`config.mk`:
```
export PLATFORM = sky130hd
export DESIGN_NAME = regfile_write_arbiter_flat
export DESIGN_NICKNAME = d
export VERILOG_FILES = /design/src/rtl/regfile_write_arbiter_pkg.sv /design/src/rtl/regfile_write_arbiter_if.sv /design/src/rtl/regfile_write_arbiter_rr_arbiter2.sv /design/src/rtl/regfile_write_arbiter.sv /design/src/flat_wrapper.sv
export SDC_FILE = /design/constraint.sdc
export NUM_CORES = 1
export LEC_CHECK = 0
export CORE_UTILIZATION = 35
export CTS_BUF_LIST = sky130_fd_sc_hd__clkbuf_16
export DETAILED_ROUTE_END_ITERATION = 10
export PLACE_DENSITY = 0.77
export SKIP_LAST_GASP = 1
export SYNTH_ARGS = -nofsm -noshare
export SYNTH_HDL_FRONTEND = slang
export SYNTH_SLANG_ARGS = --single-unit
```
`constraint.sdc`:
```
create_clock -name clk -period 1.5 [get_ports clk]
set_input_delay 0.45 -clock clk [delete_from_list [all_inputs] [get_ports clk]]
set_output_delay 0.45 -clock clk [all_outputs]
set_load 0.1 [all_outputs]
```
`src/rtl/regfile_write_arbiter_pkg.sv`:
```
// Shared definitions for the register-file write arbiter slice.
// Holds the architectural sizes (data width, index width, register count,
// index of the hard-wired zero register XZR) and the encoding of the
// two-requester priority state used by rr_arbiter2.
package regfile_write_arbiter_pkg;

  localparam int RF_DATA_W   = 64;
  localparam int RF_ADDR_W   = 5;
  localparam int RF_NUM_REGS = 32;
  localparam int RF_ZERO_REG = 31;

  // PRIO_EX favours requester 0 (execute), PRIO_MEM favours requester 1 (memory)
  typedef enum logic {
    PRIO_EX  = 1'b0,
    PRIO_MEM = 1'b1
  } prio_t;

endpackage

```
`src/rtl/regfile_write_arbiter_if.sv`:
```
// Writeback request bundle between the EX/MEM stages and the write arbiter.
// Each requester presents valid/reg/data and holds them until ready.
//   ex_valid/ex_reg/ex_data    execute-stage result request
//   ex_ready                   execute request granted this cycle
//   mem_valid/mem_reg/mem_data memory-stage load data request
//   mem_ready                  memory request granted this cycle
// master: the pipeline stages; slave: the arbiter.
interface regfile_write_arbiter_if #(
  parameter int DATA_W = regfile_write_arbiter_pkg::RF_DATA_W,
  parameter int ADDR_W = regfile_write_arbiter_pkg::RF_ADDR_W
);

  logic              ex_valid;
  logic [ADDR_W-1:0] ex_reg;
  logic [DATA_W-1:0] ex_data;
  logic              ex_ready;
  logic              mem_valid;
  logic [ADDR_W-1:0] mem_reg;
  logic [DATA_W-1:0] mem_data;
  logic              mem_ready;

  modport master (
    output ex_valid, ex_reg, ex_data, mem_valid, mem_reg, mem_data,
    input  ex_ready, mem_ready
  );

  modport slave (
    input  ex_valid, ex_reg, ex_data, mem_valid, mem_reg, mem_data,
    output ex_ready, mem_ready
  );

endinterface

```
`src/rtl/regfile_write_arbiter_rr_arbiter2.sv`:
```
// Two-requester round-robin arbiter with a one-bit priority state.
// A lone requester is always granted without touching the state; when both
// request, the favoured one wins and the state flips to favour the other,
// so neither can wait more than one extra cycle.
//   clk, reset  clock and synchronous active-high reset (state -> PRIO_MEM)
//   clear       return the state to PRIO_MEM at the next edge
//   req[1:0]    request vector (req[0] favoured by PRIO_EX, req[1] by PRIO_MEM)
//   grant[1:0]  one-hot grant, combinational; never set without its request
module rr_arbiter2
  import regfile_write_arbiter_pkg::*;
(
  input  logic       clk,
  input  logic       reset,
  input  logic       clear,
  input  logic [1:0] req,
  output logic [1:0] grant
);

  prio_t state;
  prio_t state_next;

  always_ff @(posedge clk) begin
    if (reset) state <= PRIO_MEM;
    else       state <= state_next;
  end

  // Grants are suppressed while reset is high so no handshake completes
  // in a cycle whose effects the reset is about to discard.
  always_comb begin
    grant      = 2'b00;
    state_next = state;
    if (!reset) begin
      if (req[0] && req[1]) begin
        if (state == PRIO_EX) begin
          grant      = 2'b01;
          state_next = PRIO_MEM;
        end else begin
          grant      = 2'b10;
          state_next = PRIO_EX;
        end
      end else if (req[0]) begin
        grant = 2'b01;
      end else if (req[1]) begin
        grant = 2'b10;
      end
    end
    if (clear) state_next = PRIO_MEM;
  end

endmodule

```
`src/rtl/regfile_write_arbiter.sv`:
```
// Shares the single register-file write port between the execute and memory
// writeback paths, registers the granted write towards the regfile, and keeps
// a scoreboard of destination registers with a write still outstanding.
//   clk, reset        clock, synchronous active-high reset
//   wb                writeback request bundle (slave side)
//   alloc_valid/_reg  decode marks a destination register pending
//   flush             clears scoreboard and arbitration priority
//   busy_mask         bit i set: register i has a pending write
//   rf_write_en/_reg/_data  registered write to the regfile
// Optional build macro RF_WRITE_BYPASS_EN adds two read-bypass compares
// against the write stage (byp_reg_a/b in, byp_hit_a/b and byp_data_a/b out).
module regfile_write_arbiter
  import regfile_write_arbiter_pkg::*;
#(
  parameter int DATA_W   = RF_DATA_W,
  parameter int ADDR_W   = RF_ADDR_W,
  parameter int NUM_REGS = RF_NUM_REGS,
  parameter int ZERO_REG = RF_ZERO_REG
) (
  input  logic                clk,
  input  logic                reset,
  regfile_write_arbiter_if.slave wb,
  input  logic                alloc_valid,
  input  logic [ADDR_W-1:0]   alloc_reg,
  input  logic                flush,
  output logic [NUM_REGS-1:0] busy_mask,
  output logic                rf_write_en,
  output logic [ADDR_W-1:0]   rf_write_reg,
  output logic [DATA_W-1:0]   rf_write_data
`ifdef RF_WRITE_BYPASS_EN
  ,
  input  logic [ADDR_W-1:0]   byp_reg_a,
  input  logic [ADDR_W-1:0]   byp_reg_b,
  output logic                byp_hit_a,
  output logic                byp_hit_b,
  output logic [DATA_W-1:0]   byp_data_a,
  output logic [DATA_W-1:0]   byp_data_b
`endif
);

  logic [1:0]          grant;
  logic [ADDR_W-1:0]   sel_reg;
  logic [DATA_W-1:0]   sel_data;
  logic [NUM_REGS-1:0] busy_next;

  rr_arbiter2 u_arb (
    .clk   (clk),
    .reset (reset),
    .clear (flush),
    .req   ({wb.mem_valid, wb.ex_valid}),
    .grant (grant)
  );

  assign wb.ex_ready  = grant[0];
  assign wb.mem_ready = grant[1];

  always_comb begin
    sel_reg  = wb.ex_reg;
    sel_data = wb.ex_data;
    if (grant[1]) begin
      sel_reg  = wb.mem_reg;
      sel_data = wb.mem_data;
    end
  end

  // A grant to XZR completes the handshake but produces no regfile write.
  // Index and data are held between writes; only the enable drops.
  always_ff @(posedge clk) begin
    if (reset) begin
      rf_write_en   <= 1'b0;
      rf_write_reg  <= '0;
      rf_write_data <= '0;
    end else if (grant != 2'b00) begin
      rf_write_en   <= (sel_reg != ADDR_W'(ZERO_REG));
      rf_write_reg  <= sel_reg;
      rf_write_data <= sel_data;
    end else begin
      rf_write_en   <= 1'b0;
    end
  end

  // Set is applied after clear so a newer producer allocated in the same
  // cycle keeps the register busy; flush discards both.
  always_comb begin
    busy_next = busy_mask;
    for (int i = 0; i < NUM_REGS; i++) begin
      if (rf_write_en && (rf_write_reg == ADDR_W'(i))) busy_next[i] = 1'b0;
      if (alloc_valid && (alloc_reg == ADDR_W'(i)))    busy_next[i] = 1'b1;
    end
    busy_next[ZERO_REG] = 1'b0;
    if (flush) busy_next = '0;
  end

  always_ff @(posedge clk) begin
    if (reset) busy_mask <= '0;
    else       busy_mask <= busy_next;
  end

`ifdef RF_WRITE_BYPASS_EN
  // The regfile's registered read misses a write landing in the same cycle,
  // so readers of the register being written take the data from here.
  always_comb begin
    byp_hit_a  = rf_write_en && (rf_write_reg == byp_reg_a);
    byp_hit_b  = rf_write_en && (rf_write_reg == byp_reg_b);
    byp_data_a = byp_hit_a ? rf_write_data : '0;
    byp_data_b = byp_hit_b ? rf_write_data : '0;
  end
`endif

endmodule

```
`src/flat_wrapper.sv`:
```
// flat-port wrapper written by rule: the top's interface ports become plain ports
module regfile_write_arbiter_flat import regfile_write_arbiter_pkg::*;
#(
  parameter int DATA_W   = RF_DATA_W,
  parameter int ADDR_W   = RF_ADDR_W,
  parameter int NUM_REGS = RF_NUM_REGS,
  parameter int ZERO_REG = RF_ZERO_REG
)
  (clk, reset, alloc_valid, alloc_reg, flush, busy_mask, rf_write_en, rf_write_reg, rf_write_data, wb_ex_valid, wb_ex_reg, wb_ex_data, wb_mem_valid, wb_mem_reg, wb_mem_data, wb_ex_ready, wb_mem_ready);
  regfile_write_arbiter_if #(.DATA_W(DATA_W), .ADDR_W(ADDR_W)) wb_i ();
  input  logic clk;
  input  logic reset;
  input  logic alloc_valid;
  input  logic [ADDR_W-1:0] alloc_reg;
  input  logic flush;
  output logic [NUM_REGS-1:0] busy_mask;
  output logic rf_write_en;
  output logic [ADDR_W-1:0] rf_write_reg;
  output logic [DATA_W-1:0] rf_write_data;
  input wire logic [$bits(wb_i.ex_valid)-1:0] wb_ex_valid;
  input wire logic [$bits(wb_i.ex_reg)-1:0] wb_ex_reg;
  input wire logic [$bits(wb_i.ex_data)-1:0] wb_ex_data;
  input wire logic [$bits(wb_i.mem_valid)-1:0] wb_mem_valid;
  input wire logic [$bits(wb_i.mem_reg)-1:0] wb_mem_reg;
  input wire logic [$bits(wb_i.mem_data)-1:0] wb_mem_data;
  output wire logic [$bits(wb_i.ex_ready)-1:0] wb_ex_ready;
  output wire logic [$bits(wb_i.mem_ready)-1:0] wb_mem_ready;
  assign wb_i.ex_valid = wb_ex_valid;
  assign wb_i.ex_reg = wb_ex_reg;
  assign wb_i.ex_data = wb_ex_data;
  assign wb_i.mem_valid = wb_mem_valid;
  assign wb_i.mem_reg = wb_mem_reg;
  assign wb_i.mem_data = wb_mem_data;
  assign wb_ex_ready = wb_i.ex_ready;
  assign wb_mem_ready = wb_i.mem_ready;
  regfile_write_arbiter #(.DATA_W(DATA_W), .ADDR_W(ADDR_W), .NUM_REGS(NUM_REGS), .ZERO_REG(ZERO_REG)) u_core (.clk(clk), .reset(reset), .wb(wb_i), .alloc_valid(alloc_valid), .alloc_reg(alloc_reg), .flush(flush), .busy_mask(busy_mask), .rf_write_en(rf_write_en), .rf_write_reg(rf_write_reg), .rf_write_data(rf_write_data));
endmodule
```
* After elaboration in Yosys (flattened, before gate mapping) *
Index checks and enable logic that the tools add are counted.

word-level totals
  flip-flop bits (word level) = 103
  bits of input ports = 149
  logic and storage cells = 267

operators by class
  equal/unequal tests = 61
  mux-type cells = 70
  bitwise logic cells = 1
  reduce and logical (&&, ||, !) cells = 99

operator list
  kind                number
  $eq 5x5->1 const B  30
  $eq 5x4->1 const B  16
  $mux 64             1
  $reduce_bool 2->1   32
  $logic_and 1x1->1   63
  $mux 1              63
  $eq 5x3->1 const B  8
  $eq 5x2->1 const B  4
  $eq 5x1->1 const B  2
  $logic_not 5->1     2
  $mux 2              5
  $mux 5              1
  $ne 5x5->1 const B  1
  $reduce_or 2->1     2
  $not 1->1           1

* Longest topological paths before layout *
  word-level depth = 7
  gate-level depth with buffers = 7
  mapped depth without buffers = 3

* Hierarchy *
A second synthesis with hierarchy kept.

unflattened totals
  cells, all modules = 451
  area, all modules = 4707.0 sq um

by module, submodules not included
  module                 area each (sq um)  seq. area each (sq um)  instances  cells each
  regfile_write_arbiter  4638.2             2021.9                  1          442
  rr_arbiter2            68.8               20.0                    1          9

* Worst setup path before layout *
OpenSTA, ideal clock, no wires.

  kind = input -> output
  from = in reset
  to = out wb_mem_ready
  data arrival time = 2259 ps
  cell stages on the path = 4
  data required time = 1050 ps
  setup slack = -1209 ps
  buffers on the path = 2
  path through = buf_2 -> nand2b_1 -> clkbuf_1 -> nor2_1

on the way
  longest elaborated chain between the ends = 1

RTL lines
  element      line                                     text
  from (decl)  flat_wrapper.sv:12                       input logic reset;
  $mux 2       regfile_write_arbiter_rr_arbiter2.sv:32  if (!reset) begin
  to (decl)    flat_wrapper.sv:27                       output wire logic [$bits(wb_i.mem_ready)-1:0] wb_mem_ready;

No other way between the ends.

* Final worst setup path *
  from = reg u_core.u_arb.state
  to = out wb_ex_ready

on the way
  longest elaborated chain between the ends = 3

RTL lines
  element                 line                                     text
  from (decl)             regfile_write_arbiter_rr_arbiter2.sv:19  prio_t state;
  from (signal assigned)  regfile_write_arbiter_rr_arbiter2.sv:24  else state <= state_next;
  $mux 2                  regfile_write_arbiter_rr_arbiter2.sv:34  if (state == PRIO_EX) begin
  $mux 2                  regfile_write_arbiter_rr_arbiter2.sv:33  if (req[0] && req[1]) begin
  $mux 2                  regfile_write_arbiter_rr_arbiter2.sv:32
  to (decl)               flat_wrapper.sv:26                       output wire logic [$bits(wb_i.ex_ready)-1:0] wb_ex_ready;

No other way between the ends.

==> results.txt <==
power density cells: 901 nW/um2
Static Leak: 3.30 nW
Post-Syn Area: 4610 um2
clock skew: 0.00726 ns
Util after Layout: 0.710
final worst-path cycle share: 1.11
number of routed nets with antenna violations: 0
Post-synth EDFFs: 0
Die ar.: 13600 um2
number of hold buffers added after cts: 0
DRT iter0 DRCs: 598
Min Hold Slack: 0.519 ns
Post-DP HPWL: 13900 um
Worst-Skew Late Latency: 0.34 ns
largest net degree at the start of global routing: 62
core area: 12700 um2
Seq/Total Area, Yosys: 0.443
DRT Pass-1 Iters: 5
status: finished, violations left
most frequent cells in the layout: clkdlybuf4s50_1 (144), buf_12 (118), o21ai_0 (105)
Slowest Stage Delay on Critical Path: 0.37 ns
syn nets: 732
CP cell instances: a21bo_4 > nor2_4 > buf_12
post-synth cell types: 36
dpl ws: -0.655 ns
post-route setup slack: -0.164 ns
CTS tree: done
share of layout cells above drive strength 1: 0.231
RSZ-0062 raised after global routing: true
gr ovfl total: 0
Synth area leader: dfxtp_1
average size of a mapped cell: 7.91 um2
chip height: 117 um
num ports: 253
ys flop type: dfxtp_1
min-delay worst type: register to register
# rows: 41
clock buffer count from CTS: 9
GP Congestion: 0.922
Die Wd: 117 um
Yosys top cell area share: 0.443
input/output buffers: 251
Via density: 5.77
Final Max Tran Viols: 0
maxcap violations: 0
routed vias: 5818
antenna fix cells: 0
first-pass GRT wire length: 28000 um
failing checks: negative setup slack
Area Overhead vs Synth: 95.9%
Syn. warnings: 0
Crit. End Element: primary output
clock buffer depth: 2
Crit Path Max Fanout: 3
final routed DRC violation total: 0
most common cell after layout, fill and taps aside: clkdlybuf4s50_1
max frequency: 601 MHz
Syn Inst Count: 583
max_slew headroom: 0.617
initial antenna violation count: 0
vias in the first global route: 5637
gr usage total: 0.265
Slew @ Worst Pin: 0.572 ns
Final Hold Violating Endpoints: 0
drt wl/cell: 18.6 um
# setup viols final: 2
Final #Nets: 981
Crit path arrival time: 1.21 ns
root buf cell: clkbuf_16
Worst setup SP type: register
Yosys reg bits: 102
top post-synthesis cells by area: dfxtp_1 (44%), o21ai_0 (12%), nand3_1 (8.1%), a31oi_1 (7.7%), o21ai_1 (5.0%)
Synth async-reset ratio: 0
clk slew on worst S/H paths: 0.07 ns
Crit path required time: 1.05 ns
number of flip-flops in the largest register: 64
final wirelength: 18800 um
starting density of the core: 0.362
clock sinks: 102
Max IR drop VDD: 0.526 mV
CTS H-Tree Depth: 3
Setup CP Type: register to primary output
Final Critical Period: 1.66 ns
crit path max-delay cell type: dfxtp_4
-- metal layers --
metal / routed length [um] / global-route usage / vias to the layer above / part of all wire
met4: 701 / 0.138 / 0 / 0.037
met2: 9570 / 0.478 / 351 / 0.51
met1: 6790 / 0.285 / 2745 / 0.36
li1: - / - / 2664 / -
met3: 1740 / 0.0685 / 58 / 0.093
met5: 0 / 0 / - / 0
-- layout make-up --
class / instances / area, um2
Sequential cell: 102 / 2060
Clock buffer: 9 / 225
Inverter: 2 / 7.51
Timing Repair Buffer: 301 / 4150
Clock inverter: 7 / 42.5
Fill cell: 912 / 3690
Multi-Input combinational cell: 416 / 2330
Tap cell: 172 / 215
-- Yosys cell counts (all sizes together), types with 2 or more instances --
library cell and count:
and4b 3, nor2b 6, nand3 75, a311oi 11, and4 2, nand4bb 3
a21oi 32, nand4b 3, nor2 16, inv 2, or2 3, o21ai 157
buf 33, nand4 2, a31oi 57, dfxtp 102, nand2 26, and4bb 2
clkbuf 30, nand2b 6
-- through the flow --
stage | std cells | instance area, um2 | power, mW | setup TNS (ns)
3_5_place_dp | 988 | 8660 | 6.02 | -51.42
2_1_floorplan | 583 | 4670 | 4.64 | -0.461
6_report | 1009 | 9030 | 8.13 | -0.318
3_3_place_gp | 988 | 8660 | 5.96 | -46.52
5_1_grt | 1009 | 9030 | 8.39 | -0.408
4_1_cts | 1008 | 8970 | 8.15 | -0.318
-- critical path, delay by kind of cell (launching register included) --
kind	cells	cell delay [ns]
compound gates	1	0.23
buf+inv	1	0.18
flops	1	0.37
simple gates	1	0.10
-- path summary, 6_finish.rpt --
| kind | start | end | slack [ns] | cells after the start |
|---|---|---|---|---|
| max | u_core.u_arb.state$_SDFFE_PP1P_ | wb_ex_ready | -0.16 | 3 |
| min | u_core.busy_mask[29]$_SDFFE_PP0P_ | u_core.busy_mask[29]$_SDFFE_PP0P_ | 0.52 | 2 |
| max reg2reg | u_core.u_arb.state$_SDFFE_PP1P_ | u_core.rf_write_data[34]$_SDFFE_PP0P_ | 0.05 | 6 |
| min reg2reg | u_core.busy_mask[29]$_SDFFE_PP0P_ | u_core.busy_mask[29]$_SDFFE_PP0P_ | 0.52 | 2 |
-- logic make-up after synthesis --
family,count (synthesis),share of synthesized area
compound gates,262,0.313
simple gates,153,0.179
flops,102,0.443
buf+inv,65,0.0640
other cells,1,0.000813
-- power by group --
group	internal (mW)	leakage (nW)	total (mW)	switching [mW]
registers	2.86	0.840	3.04	0.178
clock network	1.11	0.134	2.14	1.03
logic	1.22	2.32	2.95	1.73
-- timing repair --
item,4_1_cts,5_1_grt
endpoints found under the setup margin,76,20
pin swaps,2,3
cloned,0,2
setup buffers,4,0
gates resized for setup,16,13
Note: power is estimated with default switching activity, not from simulation.
